--- config.mk ---
export PLATFORM = sky130hd
export DESIGN_NAME = aes_round_mix
export DESIGN_NICKNAME = d
export VERILOG_FILES = /design/src/rtl/aes_round_mix.sv
export SDC_FILE = /design/constraint.sdc
export NUM_CORES = 1
export LEC_CHECK = 0
export ABC_AREA = 1
export CORE_MARGIN = 4
export CORE_UTILIZATION = 40
export DETAILED_ROUTE_END_ITERATION = 10
export SYNTH_ARGS = -nofsm -noshare
export SYNTH_HDL_FRONTEND = slang
export SYNTH_SLANG_ARGS = --single-unit
export TNS_END_PERCENT = 10
--- constraint.sdc ---
create_clock -name clk -period 3.5 [get_ports clk]
set_input_delay 0.7 -clock clk [delete_from_list [all_inputs] [get_ports clk]]
set_output_delay 0.7 -clock clk [all_outputs]
set_load 0.02 [all_outputs]
--- src/rtl/aes_round_mix.sv ---
// AES round back-end: ShiftRows -> MixColumns (skipped on final round) -> AddRoundKey, 1-cycle latency.
// Main register plus one skid entry; in_ready is a flop (!skid valid), so out_ready never reaches it combinationally.
`timescale 1ns/1ps
module aes_round_mix #(
    parameter int TAG_W = 4
) (
    input  logic             clk,
    input  logic             rst,
    input  logic             in_valid,
    output logic             in_ready,
    input  logic [127:0]     in_state,
    input  logic [127:0]     in_key,
    input  logic             in_last,
    input  logic [TAG_W-1:0] in_tag,
    output logic             out_valid,
    input  logic             out_ready,
    output logic [127:0]     out_state,
    output logic [TAG_W-1:0] out_tag
);

    function automatic logic [7:0] xtime(input logic [7:0] a);
        return {a[6:0], 1'b0} ^ (a[7] ? 8'h1b : 8'h00);
    endfunction

    // One column, row 0 in the most significant byte.
    function automatic logic [31:0] mix_col(input logic [31:0] col);
        logic [7:0] a0, a1, a2, a3;
        logic [7:0] b0, b1, b2, b3;
        a0 = col[31:24];
        a1 = col[23:16];
        a2 = col[15:8];
        a3 = col[7:0];
        b0 = xtime(a0) ^ xtime(a1) ^ a1 ^ a2 ^ a3;
        b1 = a0 ^ xtime(a1) ^ xtime(a2) ^ a2 ^ a3;
        b2 = a0 ^ a1 ^ xtime(a2) ^ xtime(a3) ^ a3;
        b3 = xtime(a0) ^ a0 ^ a1 ^ a2 ^ xtime(a3);
        return {b0, b1, b2, b3};
    endfunction

    logic [127:0]     w_sr;
    logic [127:0]     w_mc;
    logic [127:0]     w_result;
    logic             w_in_xfer;
    logic             w_out_xfer;

    logic             r_main_vld;
    logic [127:0]     r_main_dat;
    logic [TAG_W-1:0] r_main_tag;
    logic             r_skid_vld;
    logic [127:0]     r_skid_dat;
    logic [TAG_W-1:0] r_skid_tag;
    logic             r_in_rdy;

    logic             w_main_vld_nxt;
    logic [127:0]     w_main_dat_nxt;
    logic [TAG_W-1:0] w_main_tag_nxt;
    logic             w_skid_vld_nxt;
    logic [127:0]     w_skid_dat_nxt;
    logic [TAG_W-1:0] w_skid_tag_nxt;

    // Byte (r,c) lives at bits [127-8*(4c+r) -: 8].
    always_comb begin
        w_sr = '0;
        for (int c = 0; c < 4; c++) begin
            for (int r = 0; r < 4; r++) begin
                w_sr[127-8*(4*c+r) -: 8] = in_state[127-8*(4*((c+r)%4)+r) -: 8];
            end
        end
    end

    always_comb begin
        w_mc = '0;
        for (int c = 0; c < 4; c++) begin
            w_mc[127-32*c -: 32] = mix_col(w_sr[127-32*c -: 32]);
        end
    end

    assign w_result   = (in_last ? w_sr : w_mc) ^ in_key;
    assign w_in_xfer  = in_valid && r_in_rdy;
    assign w_out_xfer = r_main_vld && out_ready;

    // An input transfer implies the skid is empty, so the two updates never collide on the skid.
    always_comb begin
        w_main_vld_nxt = r_main_vld;
        w_main_dat_nxt = r_main_dat;
        w_main_tag_nxt = r_main_tag;
        w_skid_vld_nxt = r_skid_vld;
        w_skid_dat_nxt = r_skid_dat;
        w_skid_tag_nxt = r_skid_tag;
        if (w_out_xfer) begin
            if (r_skid_vld) begin
                w_main_dat_nxt = r_skid_dat;
                w_main_tag_nxt = r_skid_tag;
                w_skid_vld_nxt = 1'b0;
            end else begin
                w_main_vld_nxt = 1'b0;
            end
        end
        if (w_in_xfer) begin
            if (!r_main_vld || w_out_xfer) begin
                w_main_vld_nxt = 1'b1;
                w_main_dat_nxt = w_result;
                w_main_tag_nxt = in_tag;
            end else begin
                w_skid_vld_nxt = 1'b1;
                w_skid_dat_nxt = w_result;
                w_skid_tag_nxt = in_tag;
            end
        end
    end

    always_ff @(posedge clk) begin
        if (rst) begin
            r_main_vld <= 1'b0;
            r_main_dat <= '0;
            r_main_tag <= '0;
            r_skid_vld <= 1'b0;
            r_skid_dat <= '0;
            r_skid_tag <= '0;
            r_in_rdy   <= 1'b1;
        end else begin
            r_main_vld <= w_main_vld_nxt;
            r_main_dat <= w_main_dat_nxt;
            r_main_tag <= w_main_tag_nxt;
            r_skid_vld <= w_skid_vld_nxt;
            r_skid_dat <= w_skid_dat_nxt;
            r_skid_tag <= w_skid_tag_nxt;
            r_in_rdy   <= !w_skid_vld_nxt;
        end
    end

    assign in_ready  = r_in_rdy;
    assign out_valid = r_main_vld;
    assign out_state = r_main_dat;
    assign out_tag   = r_main_tag;

endmodule

==> impl_metrics.tcl <==
set metrics [dict create \
    status "completed" \
    vias 27883 \
    switchingPower_w 0.003870 \
    synth-main-ff-cell "dfxtp_1" \
    cts_tree "yes" \
    antenna_found_initial 8 \
    avgSynthCellArea_um2 5.030 \
    routed_wirelength_mm 85.59 \
    port_buffers 398 \
    pwr-share-clk 0.344 \
    core-area_um2 58910 \
    finalSetupViolations 0 \
    cts_buffers 35 \
    leakage_nw 17.50 \
    yosysWarnings 0 \
    die_h_um 251.8 \
    clock-root-buffer "clkbuf_16" \
    syn_to_final_growth_pct 23.76 \
    skew_ns 0.01354 \
    stdcell_area_um2 29430 \
    maxCapViolCount 0 \
    grtUsageTotal 0.2579 \
    fill_cells 6402 \
    path_clk_slew_ns 0.06 \
    die_w_um 251.8 \
    slowest_stage "clkdlybuf4s50_1" \
    worstSkewPairLatency_ns 0.55 \
    cp_cell_sequence "clkdlybuf4s50_1" \
    nets 5248 \
    wire_per_inst_um 14.80 \
    cts_setup_buffers 0 \
    num_rows 89 \
    dieArea_um2 63420 \
    grt_pass1_wl_mm 133.6 \
    max-vdd-ir-drop_uv 378.5 \
    p_int_w 0.007008 \
    hpwl_mm 61.19 \
    start_util 0.4037 \
    max_slew_margin 0.4620 \
    drc 0 \
    synth_enable_flop_cells 0 \
    firstDrtPassIters 6 \
    comb_power_share 0.336 \
    cp.arrival_ns 1.76 \
    cts_max_path_buffers 3 \
    yosysTopAreaCell "nand2_1" \
    synth_nets 4993 \
    cts_hold_repair.buffers 0 \
    min_period_over_period 0.7035 \
    layout-drive-gt1-share 0.02078 \
    max_freq_mhz 406.2 \
    fin_ws_ns 1.038 \
    slew_viol_final 0 \
    ios 399 \
    viasPerCell 4.821 \
    worst_pin_slew_ns 0.8070 \
    grt_max_degree 139 \
    rsz0062_at_grt "false" \
    grt_pass1_vias 24608 \
    setup.worst_path.class "register to output pin" \
    startpoint_type "register" \
    cts_resized 0 \
    synthDistinctLibCells 22 \
    ant_nets 0 \
    synth_area_um2 23780 \
    finalSetupTns_ns 0 \
    synth_seq_area_share 0.2248 \
    end_kind "output pin" \
    power_density_nw_per_um2 369.6 \
    place.gp.congestion 0.8796 \
    synth_area_leaders "nand2_1 (37%), dfxtp_1 (22%), nand3_1 (17%)" \
    grt_overflow_total 0 \
    syn_inst 4728 \
    p_seq_frac 0.320 \
    crit_buf_inv 1 \
    critical_path.max_stage_delay_ns 0.72 \
    switching_share 0.3558 \
    worst_ep_required_time_ns 2.80 \
    path_delay_family "buffers and inverters" \
    hold_violations 0 \
    pre_cts_ws_ns 0.6984 \
    placed_area_um2 28250 \
    critPathMaxFanout 5 \
    clkSinkCount 267 \
    post-route-min-period_ns 2.462 \
    drt_iter0_drc 1794 \
    cts.htree.levels 2 \
    synth-seq-cells 267 \
    async_flop_share 0 \
    synth_top_area_frac 0.3660 \
    hp-class "register to register" \
]
[metrics by stage]
stage	std cells	utilization	power (W)	hold slack, ns
2_1_floorplan	4728	-	0.005871	0.4626
3_3_place_gp	5719	0.4796	0.007160	0.4968
3_5_place_dp	5719	0.4796	0.007182	0.5126
4_1_cts	5777	0.4993	0.01098	0.5239
5_1_grt	5782	0.4995	0.01157	0.5450
6_report	5784	0.4996	0.01088	0.5258
[registers in the layout, indices dropped and copies added, names as in the netlist]
signal      cells
r_skid_dat    128
out_valid       1
r_skid_vld      1
in_ready        1
out_state     128
r_skid_tag      4
out_tag         4
[metal layers]
| metal | share of wire | GRT usage | wire (um) | vias up |
|---|---|---|---|---|
| li1 | - | - | - | 14766 |
| met1 | 0.46 | 0.3510 | 39420 | 12329 |
| met2 | 0.45 | 0.4239 | 38830 | 689 |
| met3 | 0.063 | 0.04443 | 5368 | 97 |
| met4 | 0.023 | 0.07030 | 1950 | 2 |
| met5 | 0.00023 | 0 | 20 | - |
[cells in the mapped netlist, types with 2 or more instances]
cell and count:
nand3b_1 31, nor2_1 299, clkinv_1 7, clkbuf_2 9, nand3_1 795, dfxtp_1 267
mux2i_1 4, buf_1 26, inv_1 687, xnor2_1 29, o21ai_0 12, buf_4 2
nand2_1 2319, clkbuf_1 42, inv_2 6, a21oi_1 11, xor2_1 31, o211ai_1 5
buf_2 143
[power by group through the flow]
stage	registers, W	clock network [W]	logic, W
6_report	0.00348	0.00374	0.00365
5_1_grt	0.00351	0.00393	0.00413
4_1_cts	0.00348	0.00384	0.00366
3_5_place_dp	0.00354	0	0.00364
3_3_place_gp	0.00355	0	0.00361
2_1_floorplan	0.00369	0	0.00218
[placed cells by master, fill, tap and decap left out, types with 10 or more instances in the layout]
master / count
nand2_1: 2319
nand3_1: 794
inv_1: 687
clkdlybuf4s50_1: 396
nor2_1: 298
dfxtp_1: 267
clkbuf_16: 37
nand3b_1: 31
xor2_1: 31
xnor2_1: 29
buf_4: 28
buf_12: 16
o21ai_0: 12
a21oi_1: 10
clkbuf_8: 10
[final timing paths]
path / end / slack (ns) / from / depth (start not counted)
worst min-delay path: r_skid_tag[0]$_SDFFE_PP0P_ / 0.53 / r_skid_tag[0]$_SDFFE_PP0P_ / 2
worst max register to register: out_state[62]$_SDFF_PP0_ / 1.49 / out_valid$_SDFF_PP0_ / 6
worst min register to register: r_skid_tag[0]$_SDFFE_PP0P_ / 0.53 / r_skid_tag[0]$_SDFFE_PP0P_ / 2
worst max-delay path: out_valid / 1.04 / out_valid$_SDFF_PP0_ / 1
[cell families after synthesis]
logic type             count (synthesis)  share of synthesized area
AO/OA/AOI/OAI                         30                   0.006998
XOR/XNOR                              60                    0.02210
buffers and inverters                922                     0.1538
flip-flops                           267                     0.2248
multiplexers                           4                   0.001684
AND/OR/NAND/NOR                     3445                     0.5906
[cell type report]
type                            count  area (um2)  share of cell area
Sequential cell                   267        5345              0.1816
Clock inverter                      4       70.07            0.002381
Clock buffer                       54        1090             0.03703
Inverter                          700        2638             0.08962
Multi-Input combinational cell   3539       14810              0.5032
Timing Repair Buffer              440        4494              0.1527
Tap cell                          773       967.2             0.03286
Antenna cell                        7       17.52           0.0005952
No activity file was read; power rests on OpenSTA's default activity.
